## src/rtl/stopwatch_ctrl.sv

```systemverilog
// MM:SS stopwatch mode controller: IDLE/RUN/PAUSE/SET sequencing, programmable tick
// divider (1 Hz run, 2 Hz fast adjust) and BCD time registers for the scan driver.
module stopwatch_ctrl #(
    parameter int TICKS_PER_SEC = 100000000
) (
    input  logic       clk,
    input  logic       rst_n,
    input  logic       btn_start,
    input  logic       btn_mode,
    input  logic       btn_clear,
    input  logic       sel,
    input  logic       adj,
    output logic [3:0] min_tens,
    output logic [3:0] min_ones,
    output logic [3:0] sec_tens,
    output logic [3:0] sec_ones,
    output logic       running,
    output logic       setting,
    output logic       blink,
    output logic       tick,
    output logic       rollover
);

    localparam int DW = $clog2(TICKS_PER_SEC);
    localparam logic [DW-1:0] FULL_LAST = DW'(TICKS_PER_SEC - 1);
    localparam logic [DW-1:0] FAST_LAST = DW'(TICKS_PER_SEC / 2 - 1);
    localparam logic [DW-1:0] FULL_HALF = DW'(TICKS_PER_SEC / 2);
    localparam logic [DW-1:0] FAST_HALF = DW'(TICKS_PER_SEC / 4);

    typedef enum logic [1:0] {
        S_IDLE  = 2'd0,
        S_RUN   = 2'd1,
        S_PAUSE = 2'd2,
        S_SET   = 2'd3
    } state_t;

    state_t          r_state;
    logic [DW-1:0]   r_div;
    logic [3:0]      r_min_tens, r_min_ones, r_sec_tens, r_sec_ones;
    logic            r_running, r_setting, r_blink, r_tick, r_rollover;

    state_t          w_state_nxt;
    logic            w_state_chg;
    logic            w_counting;
    logic [DW-1:0]   w_wrap_at;
    logic            w_wrap;
    logic [DW-1:0]   w_div_nxt;
    logic [DW-1:0]   w_blink_half;
    logic            w_blink_nxt;
    logic [3:0]      w_min_tens, w_min_ones, w_sec_tens, w_sec_ones;
    logic            w_roll;

    // Button priority: clear > mode > start, one transition per cycle.
    always_comb begin
        // NOTE: every always_comb output gets a default first so no path infers a latch.
        w_state_nxt = r_state;
        if (btn_clear) begin
            w_state_nxt = S_IDLE;
        end else if (btn_mode) begin
            case (r_state)
                S_IDLE, S_PAUSE: w_state_nxt = S_SET;
                S_SET:           w_state_nxt = S_PAUSE;
                default:         w_state_nxt = r_state;
            endcase
        end else if (btn_start) begin
            case (r_state)
                S_IDLE, S_PAUSE: w_state_nxt = S_RUN;
                S_RUN:           w_state_nxt = S_PAUSE;
                default:         w_state_nxt = r_state;
            endcase
        end
    end

    always_comb begin
        w_state_chg  = (w_state_nxt != r_state);
        w_counting   = (r_state == S_RUN) || (r_state == S_SET);
        w_wrap_at    = ((r_state == S_SET) && adj) ? FAST_LAST : FULL_LAST;
        // >= rather than == so an adj 0->1 switch late in a period wraps at once.
        w_wrap       = w_counting && !w_state_chg && (r_div >= w_wrap_at);
        w_div_nxt    = (!w_counting || w_state_chg || w_wrap) ? '0 : r_div + 1'b1;
        w_blink_half = ((w_state_nxt == S_SET) && adj) ? FAST_HALF : FULL_HALF;
        w_blink_nxt  = (w_state_nxt == S_SET) && (w_div_nxt < w_blink_half);
    end

    always_comb begin
        w_min_tens = r_min_tens;
        w_min_ones = r_min_ones;
        w_sec_tens = r_sec_tens;
        w_sec_ones = r_sec_ones;
        w_roll     = 1'b0;
        if (btn_clear) begin
            w_min_tens = '0;
            w_min_ones = '0;
            w_sec_tens = '0;
            w_sec_ones = '0;
        end else if (w_wrap && (r_state == S_RUN)) begin
            if (r_sec_ones != 4'd9) begin
                w_sec_ones = r_sec_ones + 4'd1;
            end else begin
                w_sec_ones = '0;
                if (r_sec_tens != 4'd5) begin
                    w_sec_tens = r_sec_tens + 4'd1;
                end else begin
                    w_sec_tens = '0;
                    if (r_min_ones != 4'd9) begin
                        w_min_ones = r_min_ones + 4'd1;
                    end else begin
                        w_min_ones = '0;
                        if (r_min_tens != 4'd9) begin
                            w_min_tens = r_min_tens + 4'd1;
                        end else begin
                            w_min_tens = '0;
                            w_roll     = 1'b1;
                        end
                    end
                end
            end
        end else if (w_wrap && !sel) begin
            // Seconds field wraps 59 -> 00 on its own in SET.
            if (r_sec_ones != 4'd9) begin
                w_sec_ones = r_sec_ones + 4'd1;
            end else begin
                w_sec_ones = '0;
                w_sec_tens = (r_sec_tens == 4'd5) ? 4'd0 : r_sec_tens + 4'd1;
            end
        end else if (w_wrap) begin
            if (r_min_ones != 4'd9) begin
                w_min_ones = r_min_ones + 4'd1;
            end else begin
                w_min_ones = '0;
                w_min_tens = (r_min_tens == 4'd9) ? 4'd0 : r_min_tens + 4'd1;
            end
        end
    end

    always_ff @(posedge clk or negedge rst_n) begin
        if (!rst_n) begin
            r_state    <= S_IDLE;
            r_div      <= '0;
            r_min_tens <= '0;
            r_min_ones <= '0;
            r_sec_tens <= '0;
            r_sec_ones <= '0;
            r_running  <= 1'b0;
            r_setting  <= 1'b0;
            r_blink    <= 1'b0;
            r_tick     <= 1'b0;
            r_rollover <= 1'b0;
        end else begin
            // NOTE: state registers use non-blocking assignments so every flop samples pre-edge values.
            r_state    <= w_state_nxt;
            r_div      <= w_div_nxt;
            r_min_tens <= w_min_tens;
            r_min_ones <= w_min_ones;
            r_sec_tens <= w_sec_tens;
            r_sec_ones <= w_sec_ones;
            r_running  <= (w_state_nxt == S_RUN);
            r_setting  <= (w_state_nxt == S_SET);
            r_blink    <= w_blink_nxt;
            r_tick     <= w_wrap;
            r_rollover <= w_roll;
        end
    end

    assign min_tens = r_min_tens;
    assign min_ones = r_min_ones;
    assign sec_tens = r_sec_tens;
    assign sec_ones = r_sec_ones;
    assign running  = r_running;
    assign setting  = r_setting;
    assign blink    = r_blink;
    assign tick     = r_tick;
    assign rollover = r_rollover;

endmodule
```

## config.mk

```make
export PLATFORM = sky130hd
export DESIGN_NAME = stopwatch_ctrl
export DESIGN_NICKNAME = d
export VERILOG_FILES = /design/src/rtl/stopwatch_ctrl.sv
export SDC_FILE = /design/constraint.sdc
export NUM_CORES = 1
export LEC_CHECK = 0
export CELL_PAD_IN_SITES_DETAIL_PLACEMENT = 0
export CELL_PAD_IN_SITES_GLOBAL_PLACEMENT = 1
export CORE_ASPECT_RATIO = 1.5
export CORE_UTILIZATION = 40
export DETAILED_ROUTE_END_ITERATION = 8
export PLACE_DENSITY_LB_ADDON = 0.1
export SYNTH_ARGS = -nofsm -noshare
export SYNTH_HDL_FRONTEND = slang
export SYNTH_SLANG_ARGS = --single-unit
```

## constraint.sdc

```tcl
create_clock -name clk -period 5 [get_ports clk]
set_clock_uncertainty 0.05 [all_clocks]
set_input_delay 0.75 -clock clk [delete_from_list [all_inputs] [get_ports clk]]
set_output_delay 0.75 -clock clk [all_outputs]
set_load 0.01 [all_outputs]
```

# Word-level counts from Yosys, hierarchy flattened
# Cells that the tools add are included.
[word_totals]
elab_cells = 97
reg_bits = 50
[op_classes]
n_reduce_logical = 20
add_sub_neg = 5
n_lt_le_gt_ge = 2
n_eq_ne = 17
n_mux = 42
[op_table]
columns = ["op", "n"]
rows = [
  ["two-way mux 4 bit", 28],
  ["two-way mux 27 bit", 2],
  ["adder 27 x 1 -> 27 bit, second input constant", 1],
  ["greater-or-equal comparator 27 bit", 1],
  ["< comparator 27 x 26 -> 1 bit", 1],
  ["two-way mux 26 bit", 1],
  ["adder 4 x 1 -> 4 bit, second input constant", 4],
  ["!= test 4 bit, second input constant", 3],
  ["!= test 3 bit, second input constant", 3],
  ["case mux 2 bit (2 select lines)", 2],
  ["logical AND 1 bit", 7],
  ["equality test 2 bit, second input constant", 3],
  ["two-way mux 1 bit", 6],
  ["two-way mux 2 bit", 3],
  ["nonzero test 3 bit", 2],
  ["AND reduction 5 bit", 1],
  ["equality test 2 x 1 -> 1 bit, second input constant", 2],
  ["equality test 4 x 3 -> 1 bit, second input constant", 1],
  ["equality test 4 bit, second input constant", 1],
  ["!= test 2 bit, second input constant", 2],
  ["!= test 4 x 3 -> 1 bit, second input constant", 1],
  ["AND reduction 4 bit", 1],
  ["logical NOT 1 bit", 3],
  ["logical OR 1 bit", 3],
  ["4 further kinds", 4],
]

# Longest topological paths before layout
# Gate-level depths: netlist (run 1).
[logic_depth]
word_depth = 14
mapped_depth = 16

# Worst setup path after synthesis (run 1)
# Ideal clock, no wire load.
[synth_path]
kind = "input to register"
startpoint = "input adj"
endpoint = "register r_blink (netlist: blink)"
path_stages = 15
arrival_time_ps = 3753
setup_ps = 142
path_buffers = 2
setup_slack_ps = 1055
path_cell_list = "nand3_1 > inv_1 > ha_1 > nand4_1 > nor4_2 > o221ai_4 > nand3b_2 > buf_2 > buf_2 > nor2_1 > ha_1 > nand2_1 > or4_1 > o41ai_1 > a41oi_1"
[synth_via]
elab_chain_cells = 8
[synth_lines]
columns = ["element", "line_no", "text"]
rows = [
  ["from (decl)", "12", "input logic adj,"],
  ["logical AND 1 bit", "77", "w_wrap_at = ((r_state == S_SET) && adj) ? FAST_LAST : FULL_LAST;"],
  ["two-way mux 27 bit", "77", ""],
  ["greater-or-equal comparator 27 bit", "79", "w_wrap = w_counting && !w_state_chg && (r_div >= w_wrap_at);"],
  ["logical AND 1 bit", "79", ""],
  ["logical OR 1 bit", "80", "w_div_nxt = (!w_counting || w_state_chg || w_wrap) ? '0 : r_div + 1'b1;"],
  ["two-way mux 27 bit", "80", ""],
  ["via w_div_nxt[18]", "47", "logic [DW-1:0] w_div_nxt;"],
  ["< comparator 27 x 26 -> 1 bit", "82", "w_blink_nxt = (w_state_nxt == S_SET) && (w_div_nxt < w_blink_half);"],
  ["logical AND 1 bit", "82", ""],
  ["via w_blink_nxt", "49", "logic w_blink_nxt;"],
  ["to (signal assigned)", "159", "r_blink <= w_blink_nxt;"],
  ["to (decl)", "40", "logic r_running, r_setting, r_blink, r_tick, r_rollover;"],
]
# The timed path passes the listed nets, and every way through them passes these cells.
# A chain may end at the register's enable or synchronous reset.

# Worst setup path after layout (run 1)
# Ends and elaborated chain as after synthesis.

==> results.md, run 1 <==
- Outcome: finished, final reports clean
- Vias in the first global route: ~2600
- First-pass GRT wire length: between 10 and 15 mm
- Setup TNS: 0 ps
- Fin. max-slew vios: 0
- Via count: 2603
- Hold Buf Count CTS: 0
- Starting Density: about two fifths
- Max FO, Critical Path: 9
- Number of I/O pins: 28
- Total GRT Usage: approximately a fifth
- CP arrival: between 4000 and 5000 ps
- CP bufs+invs: 1
- Relative slew slack: 46.9%
- Drt wl/cell: between 15 and 20 um
- Final nets: 406
- CP endpoint kind: flop
- Most frequent cell on the critical path: ha_1
- Worst R2R Start: r_state[1]$_DFF_PN0_
- CTS tree: built
- Final setup vio count: 0
- Initial antenna violation count: 0
- Worst-path cell chain: clkdlybuf4s50_1 -> nand3_1 -> ha_1 -> or4_4 -> o221ai_4 -> nand3b_2 -> a21oi_1 -> ha_1 -> nand2_1 -> or4_1 -> o41ai_1 -> a41oi_1
- PostCTS Resize Cnt: 0
- Critical Path End: blink$_DFF_PN0_
- Clk root buf: clkbuf_16
- Startpoint Class: input pin
- Worst-Margin Slew: roughly 800 ps
- Pin count of the biggest net entering global routing: slightly above 50
- Worst path required time: roughly 5100 ps
- Final Hold Violating Endpoints: 0
- DRT antenna net count: 0
- Mapped Cells: ~350
- EDFF count, synth: 0
- Asr flop ratio synth: between 90% and 100%
- Worst-skew pair later-pin latency: 290 ps
- Shortest period the worst path allows: about 4300 ps
- Primary FF master, synth: dfrtp_1
- Core area: between 7000 and 8000 sq um
- Detailed Route WL: approximately 7.6 mm
- Drt via density: 5.48
- Post-CTS setup repair buffer count: 0
- IO buf count: 27
- Most frequent cells in the layout: nor2_1 (53), dfrtp_1 (50), nand2_1 (27), ha_1 (27), clkdlybuf4s50_1 (26)
- Critical Path Source: adj
- Pre-antenna DRT Iters: 4
- FF-to-FF setup slack: about 1100 ps
- Final design utilization: approximately half
- Max-cap violation count: 0
- Synthesized area per cell: around 9.3 sq um
- Congestion Overflow GR: 0
- Die Span X: between 70 and 80 um
- Clock-pin slew on the worst setup and hold paths: roughly 70 ps
- Maximum VDD drop: approximately 0.15 mV
- DP Worst Slack: 387 ps
- Seq cells post-synth: 50
- WP depth: 12
- Top cell family by delay on the critical path: simple AND/OR/NAND/NOR gates
- Commonest non-fill, non-tap cell in the layout: nor2_1
- Max Freq: approximately 0.23 GHz
- Worst R2R Path Depth: 13
- Final worst slack: between 600 and 700 ps
- Synth warn: 0
- Die ar.: ~8400 sq um
- CTS Sinks: 50
- Dpl hpwl: about 5.5 mm
- Drt first-iter violations: 127
- Share of layout cells above drive strength 1: roughly 6.4%
- TritonCTS Buffers: 5
- Synthesized netlist net count: 380
- Antenna diodes: 0
- RSZ-0062 raised after global routing: false
- Hold Path Class: reg -> reg
- Pwr dens: about 220 nW/um^2
- Synth Cell Area: about 3200 sq um
- Placed Area: between 3000 and 4000 sq um
- Design Area, Final: between 3000 and 4000 sq um
- Die Y: roughly 110 um
- Filler cells: 790
- Area grow syn2layout: 16.6%
- Leakage Power: between 1.5 and 2 nW
- Part of the cycle the worst path needs: about 86%
- Seq/Total Area, Yosys: 38.8%
- Maximum clock insertion buffer count: 2
- Crit-path max cell delay: ~560 ps
- Floorplan row count: 39
- Slowest cell on crit path: or4_4
- Max H-tree Level: 2
- Total power: roughly 0.00084 W
- Placer Congestion: 0.808
- Residual DRC count: 0
- Kind of critical path: in -> reg
- Reg-to-Reg End: blink$_DFF_PN0_
- Library cells used by synthesis: 57
metrics by stage:
stage / hold WS, ps / cells
final: 472 / 475
after global routing: 492 / 475
after CTS: 475 / 475
after floorplan: 404 / 346
after global placement: 465 / 467
after detailed placement: 466 / 467
registers in the layout, summed over array words and instances, names as in the netlist:
signal / cells
min_ones: 4
blink: 1
rollover: 1
r_state: 2
setting: 1
r_div: 27
running: 1
tick: 1
sec_tens: 4
sec_ones: 4
min_tens: 4
metal layers:
layer | vias up | part of all wire [%] | GRT usage (%)
met5 | - | 0 | 0
met4 | 0 | 3.7 | 9.51
met3 | 20 | 3.0 | 3.80
met2 | 54 | 52 | 34.2
met1 | 1231 | 41 | 22.1
li1 | 1298 | - | -
power breakdown:
group	switching [W]	leakage (nW)	internal (W)
registers	0.00000550	0.693	0.000409
clock network	0.000150	0.0832	0.000227
logic	0.0000334	0.836	0.0000187
total	0.000189	1.61	0.000654
cells in the mapped netlist (all sizes together) (5+ instances only):
| master | count | area share [%] |
|---|---|---|
| nor2b | 5 | 0.97 |
| nand2 | 27 | 3.1 |
| inv | 12 | 1.4 |
| or3 | 5 | 0.97 |
| a21oi | 14 | 2.2 |
| nand3 | 19 | 3.0 |
| o21ai | 11 | 1.7 |
| mux2i | 6 | 1.9 |
| and3 | 10 | 1.9 |
| nand4 | 8 | 1.6 |
| ha | 27 | 10 |
| xor2 | 17 | 4.6 |
| dfrtp | 50 | 39 |
| nor3 | 6 | 0.93 |
| nor2 | 53 | 6.2 |
| clkbuf | 6 | 0.70 |
| buf | 7 | 1.2 |
worst min path at each step:
stage	depth (start not counted)	endpoint	start
finish	1	r_div[0]$_DFF_PN0_	r_div[0]$_DFF_PN0_
CTS	1	r_div[0]$_DFF_PN0_	r_div[0]$_DFF_PN0_
floorplan	0	blink$_DFF_PN0_	rst_n
detailed placement	1	r_div[0]$_DFF_PN0_	r_div[0]$_DFF_PN0_
global route	1	r_div[0]$_DFF_PN0_	r_div[0]$_DFF_PN0_
global placement	1	r_div[0]$_DFF_PN0_	r_div[0]$_DFF_PN0_
logic make-up (layout without fill, tap and decap cells):
| logic type | count (synthesis) | in the layout | synth area share (%) |
|---|---|---|---|
| AO/OA/AOI/OAI | 59 | 59 | 14.4 |
| XOR/XNOR | 21 | 21 | 5.71 |
| adder cells (fa/ha/maj) | 27 | 27 | 10.5 |
| buffers and inverters | 25 | 52 | 3.34 |
| flip-flops | 50 | 50 | 38.8 |
| multiplexers | 8 | 8 | 2.56 |
| AND/OR/NAND/NOR | 156 | 156 | 24.6 |
layout make-up:
type / count / area (sq um) / share of cell area, %
multi-input cells: 271 / 1860 / 49.6
flip-flops and latches: 50 / 1250 / 33.3
repair buffers: 32 / 303 / 8.06
clock buffers: 8 / 166 / 4.43
well taps: 102 / 128 / 3.40
inverters: 12 / 45.0 / 1.20
No activity file was read; power rests on OpenSTA's default activity.
==> run 2: changes to the inputs <==
- MAX_ROUTING_LAYER: unset -> met4
==> results.md, run 2 (same netlist as run 1, synthesis figures left out) <==
- Total GRT Usage: 20.3% (was 19.7%)
- Part of the cycle the worst path needs: 86.1% (about the same)
- Commonest non-fill, non-tap cell in the layout: nor2_1 (unchanged)
- TritonCTS Buffers: 5 (unchanged)
- Hold Worst Slack: 472 ps (about the same)
- CTS tree: built (unchanged)
- Die ar.: 8420 sq um (unchanged)
- Outcome: finished, final reports clean (unchanged)
- First-pass GRT wire length: 12.6 mm (about the same)
- Congestion Overflow GR: 0 (unchanged)
- Pwr dens: 224 nW/um^2 (about the same)
- Crit-path max cell delay: 560 ps (about the same)
- Placer Congestion: 0.820 (was 0.808)
- Via count: 2617 (was 2603)
- Setup TNS: 0 ps (unchanged)
- Residual DRC count: 0 (unchanged)
- CTS Sinks: 50 (unchanged)
- Drt via density: 5.51 (was 5.48)
- Pin count of the biggest net entering global routing: 51 (unchanged)
- Number of I/O pins: 28 (unchanged)
- Pre-antenna DRT Iters: 4 (unchanged)
- Share of layout cells above drive strength 1: 6.43% (unchanged)
- Drt first-iter violations: 130 (was 127)
- Design Area, Final: 3760 sq um (unchanged)
- Relative slew slack: 46.4% (was 46.9%)
- CP endpoint kind: flop (unchanged)
- Clk root buf: clkbuf_16 (unchanged)
- Floorplan row count: 39 (unchanged)
- Final nets: 406 (unchanged)
- Leakage Power: 1.61 nW (unchanged)
- Die Y: 112 um (unchanged)
- Most frequent cell on the critical path: ha_1 (unchanged)
- Worst path required time: 5100 ps (about the same)
- Vias in the first global route: 2635 (was 2634)
- Drt wl/cell: 15.9 um (unchanged)
- Reg with most FFs: r_div (unchanged)
- Max Freq: 0.232 GHz (about the same)
- RSZ-0062 raised after global routing: false (unchanged)
- Worst-skew pair later-pin latency: 290 ps (about the same)
- Max FFs per register: 27 (unchanged)
- Maximum clock insertion buffer count: 2 (unchanged)
- Clock-pin slew on the worst setup and hold paths: 70 ps (about the same)
- Starting Density: 41.8% (unchanged)
- Post-CTS setup repair buffer count: 0 (unchanged)
- Register area: 1250 sq um (unchanged)
- IO buf count: 27 (unchanged)
- Maximum VDD drop: 0.154 mV (about the same)
- Worst-Margin Slew: 804 ps (was 796 ps)
- Worst-path cell chain: clkdlybuf4s50_1 -> nand3_1 -> ha_1 -> or4_4 -> o221ai_4 -> nand3b_2 -> a21oi_1 -> ha_1 -> nand2_1 -> or4_1 -> o41ai_1 -> a41oi_1 (unchanged)
- Slowest cell on crit path: or4_4 (unchanged)
- Area grow syn2layout: 16.6% (unchanged)
- Total power: 0.000843 W (about the same)
- Shortest period the worst path allows: 4310 ps (about the same)
- Final Hold Violating Endpoints: 0 (unchanged)
- Top cell family by delay on the critical path: simple AND/OR/NAND/NOR gates (unchanged)
- Filler cells: 790 (unchanged)
- Hold Buf Count CTS: 0 (unchanged)
- Detailed Route WL: 7.55 mm (unchanged)
- Max FO, Critical Path: 9 (unchanged)
- Hold Path Class: reg -> reg (unchanged)
- Die Span X: 75.3 um (unchanged)
- Startpoint Class: input pin (unchanged)
- Initial antenna violation count: 0 (unchanged)
- CP bufs+invs: 1 (unchanged)
- Final setup vio count: 0 (unchanged)
- DRT antenna net count: 0 (unchanged)
- Core area: 7710 sq um (unchanged)
- Max H-tree Level: 2 (unchanged)
- CP arrival: 4410 ps (about the same)
- Max-cap violation count: 0 (unchanged)
- Dpl hpwl: 5.53 mm (unchanged)
- PostCTS Resize Cnt: 0 (unchanged)
- Antenna diodes: 0 (unchanged)
- Most frequent cells in the layout: nor2_1 (53), dfrtp_1 (50), nand2_1 (27), ha_1 (27), clkdlybuf4s50_1 (26) (unchanged)
- Placed Area: 3590 sq um (unchanged)
- Fin. max-slew vios: 0 (unchanged)
- Area of the multi-input gates: 1860 sq um (unchanged)
- Kind of critical path: in -> reg (unchanged)
## run 2: cell counts in the layout (fill, tap and decap cells not counted)
Identical to the previous run, type by type.
## run 2: path summary, 6_finish.rpt
| kind | start | to | slack (ps) | cells past startpoint |
|---|---|---|---|---|
| min reg2reg | r_div[0]$_DFF_PN0_ | r_div[0]$_DFF_PN0_ | 470 | 1 |
| min in group asynchronous | rst_n | r_div[0]$_DFF_PN0_ | 520 | 2 |
| max | adj | blink$_DFF_PN0_ | 690 | 12 |
| max reg2reg | r_state[1]$_DFF_PN0_ | blink$_DFF_PN0_ | 1120 | 13 |
| max in group asynchronous | rst_n | sec_tens[0]$_DFFE_PN0P_ | 3940 | 2 |
| min | r_div[0]$_DFF_PN0_ | r_div[0]$_DFF_PN0_ | 470 | 1 |
## run 2: through the flow
stage                     util [%]  cells  worst slack, ps
after floorplan                  -    346             1050
after global placement        46.6    467              514
after detailed placement      46.6    467              387
after CTS                     48.7    475              670
after global routing          48.7    475              420
final                         48.7    475              693
## run 2: cell type report
cell class	count	area share, %
clock buffer	8	4.43
inverter	12	1.20
sequential	50	33.3
tap	102	3.40
multi-input combinational	271	49.6
timing repair buffer	32	8.06
## run 2: worst reg2reg max path: cells and delay by family (launching register included)
family	cells	cell delay [ps]
AO/OA/AOI/OAI	3	740
adder cells (fa/ha/maj)	2	640
buffers and inverters	1	160
flip-flops	1	460
AND/OR/NAND/NOR	7	1680
## run 2: metal layers
layer,global-route usage (%),share of wire [%]
met5,-,0
met4,9.51,3.9
met3,3.44,2.9
met2,34.2,52
met1,22.5,41
## run 2: power by group
group	internal [W]	switching [W]	total, W
Sequential	0.000409	0.00000551	0.000414
Combinational	0.0000187	0.0000335	0.0000521
Clock	0.000227	0.000150	0.000377
Total	0.000654	0.000189	0.000843
==> run 3: changes to the inputs <==
- SLEW_MARGIN: unset -> 5
==> results of run 3 <==
The final DEF is identical to that of run 2; final timing and power are the same.
